===== config.mk =====
export PLATFORM = sky130hd
export DESIGN_NAME = countdown_timer
export DESIGN_NICKNAME = d
export VERILOG_FILES = /design/src/rtl/countdown_timer.sv
export SDC_FILE = /design/constraint.sdc
export NUM_CORES = 1
export LEC_CHECK = 0
export CORE_MARGIN = 1
export CORE_UTILIZATION = 55
export CTS_BUF_LIST = sky130_fd_sc_hd__clkbuf_8
export DETAILED_ROUTE_END_ITERATION = 10
export PLACE_DENSITY_LB_ADDON = 0.1
export SLEW_MARGIN = 20
export SYNTH_ARGS = -nofsm -noshare
export SYNTH_HDL_FRONTEND = slang
export SYNTH_SLANG_ARGS = --single-unit

===== constraint.sdc =====
create_clock -name clk -period 3 [get_ports clk]
set_clock_uncertainty 0.05 [all_clocks]
set_input_delay 0.45 -clock clk [delete_from_list [all_inputs] [get_ports clk]]
set_output_delay 0.45 -clock clk [all_outputs]
set_load 0.03 [all_outputs]

===== src/rtl/countdown_timer.sv =====
// MM:SS packed-BCD countdown timer with button sync, 1 Hz prescaler
// and run/pause/done control, feeding the 4-digit display driver.
module countdown_timer #(
  parameter int unsigned TICK_DIV    = 50_000_000,
  parameter int unsigned DIV_WIDTH   = 26,
  parameter logic [15:0] DEFAULT_VAL = 16'h0100
) (
  input  logic        clk,
  input  logic        rst,
  input  logic        i_btn_start,
  input  logic        i_btn_clear,
  input  logic        i_btn_load,
  input  logic [15:0] i_load_val,
  output logic [15:0] o_data,
  output logic        o_running,
  output logic        o_done
);

  typedef enum logic [1:0] {
    IDLE,
    RUN,
    PAUSE,
    DONE
  } state_e;

  localparam logic [DIV_WIDTH-1:0] CNT_MAX =
    DIV_WIDTH'(TICK_DIV - 1);

  state_e               state_q, state_d;
  logic [15:0]          value_q, value_d;
  logic [15:0]          reload_q, reload_d;
  logic [DIV_WIDTH-1:0] cnt_q, cnt_d;
  logic [2:0]           sync1_q, sync2_q, prev_q;
  logic [2:0]           ev;
  logic                 start_ev, clear_ev, load_ev;
  logic                 tick;
  logic [15:0]          dec_val;

  function automatic logic [15:0] clamp_bcd(
    input logic [15:0] v
  );
    logic [15:0] r;
    r = v;
    if (r[3:0] > 4'd9)   r[3:0]   = 4'd9;
    if (r[7:4] > 4'd5)   r[7:4]   = 4'd5;
    if (r[11:8] > 4'd9)  r[11:8]  = 4'd9;
    if (r[15:12] > 4'd9) r[15:12] = 4'd9;
    return r;
  endfunction

  function automatic logic [15:0] dec_bcd(
    input logic [15:0] v
  );
    logic [3:0] d0, d1, d2, d3;
    logic       b;
    {d3, d2, d1, d0} = v;
    b = 1'b0;
    if (d0 == 4'd0) begin
      d0 = 4'd9;
      b  = 1'b1;
    end else begin
      d0 = d0 - 4'd1;
    end
    if (b) begin
      if (d1 == 4'd0) begin
        d1 = 4'd5;
      end else begin
        d1 = d1 - 4'd1;
        b  = 1'b0;
      end
    end
    if (b) begin
      if (d2 == 4'd0) begin
        d2 = 4'd9;
      end else begin
        d2 = d2 - 4'd1;
        b  = 1'b0;
      end
    end
    if (b) d3 = d3 - 4'd1;
    return {d3, d2, d1, d0};
  endfunction

  // bit 0 start, bit 1 clear, bit 2 load
  assign ev       = sync2_q & ~prev_q;
  assign start_ev = ev[0];
  assign clear_ev = ev[1];
  assign load_ev  = ev[2];

  assign tick    = (state_q == RUN) && (cnt_q == CNT_MAX);
  assign dec_val = dec_bcd(value_q);

  always_comb begin
    state_d  = state_q;
    value_d  = value_q;
    reload_d = reload_q;
    cnt_d    = cnt_q;
    if (clear_ev) begin
      state_d = IDLE;
      value_d = reload_q;
      cnt_d   = '0;
    end else if (load_ev && state_q != RUN) begin
      state_d  = IDLE;
      value_d  = clamp_bcd(i_load_val);
      reload_d = clamp_bcd(i_load_val);
      cnt_d    = '0;
    end else begin
      unique case (state_q)
        IDLE: begin
          if (start_ev && value_q != 16'h0000) begin
            state_d = RUN;
            cnt_d   = '0;
          end
        end
        RUN: begin
          if (start_ev) begin
            state_d = PAUSE;
            cnt_d   = tick ? '0 : cnt_q;
          end else if (tick) begin
            value_d = dec_val;
            cnt_d   = '0;
            if (dec_val == 16'h0000) state_d = DONE;
          end else begin
            cnt_d = cnt_q + DIV_WIDTH'(1);
          end
        end
        PAUSE: begin
          if (start_ev) state_d = RUN;
        end
        DONE: begin
          if (start_ev) begin
            state_d = IDLE;
            value_d = reload_q;
          end
        end
        default: state_d = IDLE;
      endcase
    end
  end

  always_ff @(posedge clk) begin
    if (rst) begin
      state_q  <= IDLE;
      value_q  <= DEFAULT_VAL;
      reload_q <= DEFAULT_VAL;
      cnt_q    <= '0;
      sync1_q  <= '0;
      sync2_q  <= '0;
      prev_q   <= '0;
    end else begin
      state_q  <= state_d;
      value_q  <= value_d;
      reload_q <= reload_d;
      cnt_q    <= cnt_d;
      sync1_q  <= {i_btn_load, i_btn_clear, i_btn_start};
      sync2_q  <= sync1_q;
      prev_q   <= sync2_q;
    end
  end

  assign o_data    = value_q;
  assign o_running = (state_q == RUN);
  assign o_done    = (state_q == DONE);

endmodule


==> summary.txt <==
Critical path
  – CP arrival: 2.79 ns
  – Reg2reg path depth: 7
  – Setup crit end kind: register
  – Startpoint types: register
  – Setup CP Type: register to register
  – Crit path cell chain: or4_1 > or3_1 > a221oi_4 > buf_4 > a2111oi_0 > xnor2_1 > nor2_1
  – CP required: 3.19 ns
  – Crit Path Max Fanout: 9
  – CP max stage delay: 0.51 ns
  – Worst path slowest cell: or4_1

Power
  – Clock network fraction of total power: 0.395
  – Psw: between 600 and 700 uW
  – PwrDens: around 520 nW/um^2
  – Combinational share of power: 0.165
  – Sw frac: 0.282
  – Internal power: 1.59 mW
  – Leakage: 1.50 nW
  – Max VDD drop: 0.000444 V
  – Seq pwr share: 0.441

Logic synthesis
  – Seq/Total Area, Yosys: 0.384
  – Most area-consuming cells after synthesis: dfxtp_1 38%, nor2_1 6.5%, a21oi_1 4.7%
  – Seq cells post-synth: 69
  – Post-synthesis instance total: ~440
  – Unique cell type count in the Yosys netlist: 63
  – Syn Area/Cell: 8.12 um^2
  – Yosys top cell by area: dfxtp_1
  – Async S/R FF share, synth: 0
  – Post-synth EDFFs: 0
  – Synth warn: 0
  – Most used DFF post-synth: dfxtp_1
  – Cell area after synthesis: 3600 um^2
  – Syn Nets: about 470
  – Share of the synthesized area in the top cell type: 0.384

Drt
  – Met2 wire length: between 3000 and 4000 um
  – Top sig layer: met4
  – Final antenna-violating net count: 0
  – WL met3: roughly 670 um
  – Post-Route M1 WL: 4350 um
  – DRC Markers: 0
  – DR vias/cell: just over 6
  – Vias: 3437
  – WL/cell: 16.1 um
  – Drt first pass iters: 4
  – Routed WL: 9080 um
  – Iter 0 DRT Violations: 262

Global route
  – Total Routing Usage GR: 0.270
  – Global-route wire length before repair: 15000 um
  – Grt total ovfl: 0
  – Number of global-route vias before repair: 3029
  – Largest net degree at the start of global routing: 38
  – Initial antenna violation count: 0

Finish
  – Final net count: 506
  – Share of cells above drive strength 1: 0.0945
  – Area of the multi-input gates: 2050 um^2
  – Area delta synth->final: 19.7%
  – Most common cell after layout, fill and taps aside: dfxtp_1
  – Final instance count without filler cells: ~560
  – Register area: between 1000 and 1500 um^2
  – Core Util, Final: 0.682
  – Number of fillers in the final layout: 533
  – Antenna Diode Count: 0
  – Commonest non-fill, non-tap cells in the layout: 69 x dfxtp_1, 62 x nor2_1, 38 x clkdlybuf4s50_1

Timing
  – Final hold vios: 0
  – Slew Viols, Final: 0
  – Slew HR: 0.540
  – Tightest Pin Transition: 0.690 ns
  – Clock period minus worst slack: around 2.6 ns
  – FMAX: 384 MHz
  – Final setup fails: 0
  – RSZ-0062 raised after global routing: false
  – Crit share post-route: 0.868
  – Final setup TNS: 0 ns
  – Worst setup margin: between 0.3 and 0.4 ns

Clock network
  – Root buffer cell: clkbuf_8
  – Num CTS Buffers: 9
  – Htree depth: 3
  – Skew-Pair Late Insertion Delay: 0.35 ns
  – Setup bufs post-CTS: 0
  – CTS Buffer Depth: 2
  – Clock Pin Slew Worst Setup and Hold Paths: approximately 0.080 ns
  – Post-CTS Hold Fix Bufs: 0
  – Post-cts sizing count: 0
  – Clock sinks: 69
  – CTS tree: built

Placed design
  – I/O Buffers: 38
  – Pre-CTS setup slack: 0.430 ns
  – Post-DP HPWL: 6370 um
  – Cells after DPL: between 500 and 600
  – Global placer's final weighted congestion: 0.856

Floorplan
  – Die width: between 80 and 90 um
  – Starting Density: 0.570
  – Vert. Die Dim: 82.9 um
  – Core Area: 6310 um^2
  – Die Area: ~7000 um^2
  – # rows: 29
  – I/O Pins: 39

Run
  – Max Cap Viol: 0

Worst hold path
  – Hold Path Class: register to register
  – Worst hold path depth: 1

Outcome
  – Outcome: completed
[Yosys cell counts, types with 4 or more instances]
master	n
dfxtp_1	69
nor2_1	62
a21oi_1	34
nand2_1	32
o21ai_0	20
clkbuf_1	17
nand3_1	17
xnor2_1	15
inv_1	14
nor2b_1	11
nor3_1	9
nand4_1	8
a2111oi_0	7
a211oi_1	7
a31oi_1	7
or3_1	7
and4_1	6
nand2b_1	6
xor2_1	6
and3_1	5
nor3b_1	5
nor4_1	5
a221oi_1	4
a22oi_1	4
and2_1	4
o32ai_1	4
[power groups by stage]
stage | registers, mW | clock network, mW | logic, mW
final | 0.978 | 0.875 | 0.365
after global routing | 0.983 | 0.924 | 0.398
after CTS | 0.977 | 0.888 | 0.362
after detailed placement | 0.999 | 0 | 0.358
after global placement | 0.997 | 0 | 0.356
after floorplan | 1.02 | 0 | 0.210
[flip-flops by register name (all words and copies together) (netlist names)]
register and cells:
prev_q 3, sync2_q 3, sync1_q 3, cnt_q 26, o_data 16, state_q 2, reload_q 16
[logic make-up after synthesis]
kind of cell	after synthesis	synth area share
DFF	69	0.384
buffers and inverters	39	0.0463
xor gates and xnor gates	21	0.0511
muxes	3	0.0111
adders and majority gates	3	0.0104
and+or+nand+nor	187	0.263
AOI/OAI and AO/OA	121	0.233
[area by class of cell]
type,instances,area share
multi-input combinational,335,0.476
sequential,69,0.321
timing repair buffer,53,0.115
clock buffer,10,0.0320
tap,77,0.0224
clock inverter,6,0.0218
inverter,14,0.0122
[worst max-delay path, delay by kind of cell, from the launching register on]
family / cells / cell delay, ns
AO/OA/AOI/OAI: 2 / 0.59
XOR/XNOR: 1 / 0.19
buffers and inverters: 1 / 0.23
flip-flops: 1 / 0.39
AND/OR/NAND/NOR: 3 / 1.03
[per-stage QoR]
step                      area [um^2]  hold slack (ns)  total power [mW]
after floorplan                  3600            0.364              1.23
after global placement           4070            0.375              1.35
after detailed placement         4070            0.383              1.36
after CTS                        4300            0.409              2.23
after global routing             4300            0.424              2.31
final                            4300            0.405              2.22
[final timing paths]
kind	start	to	slack, ns
worst min register to register	sync1_q[0]	sync2_q[0]	0.40
worst max register to register	o_data[1]	cnt_q[21]	0.39
worst max-delay path	o_data[1]	cnt_q[21]	0.39
worst min-delay path	sync1_q[0]	sync2_q[0]	0.40
[per-layer routing]
| layer | up-vias | track usage |
|---|---|---|
| met3 | 10 | 0.0696 |
| met5 | - | 0 |
| met2 | 130 | 0.399 |
| met1 | 1607 | 0.392 |
| li1 | 1690 | - |
| met4 | 0 | 0.0705 |
No activity file was read; power rests on OpenSTA's default activity.
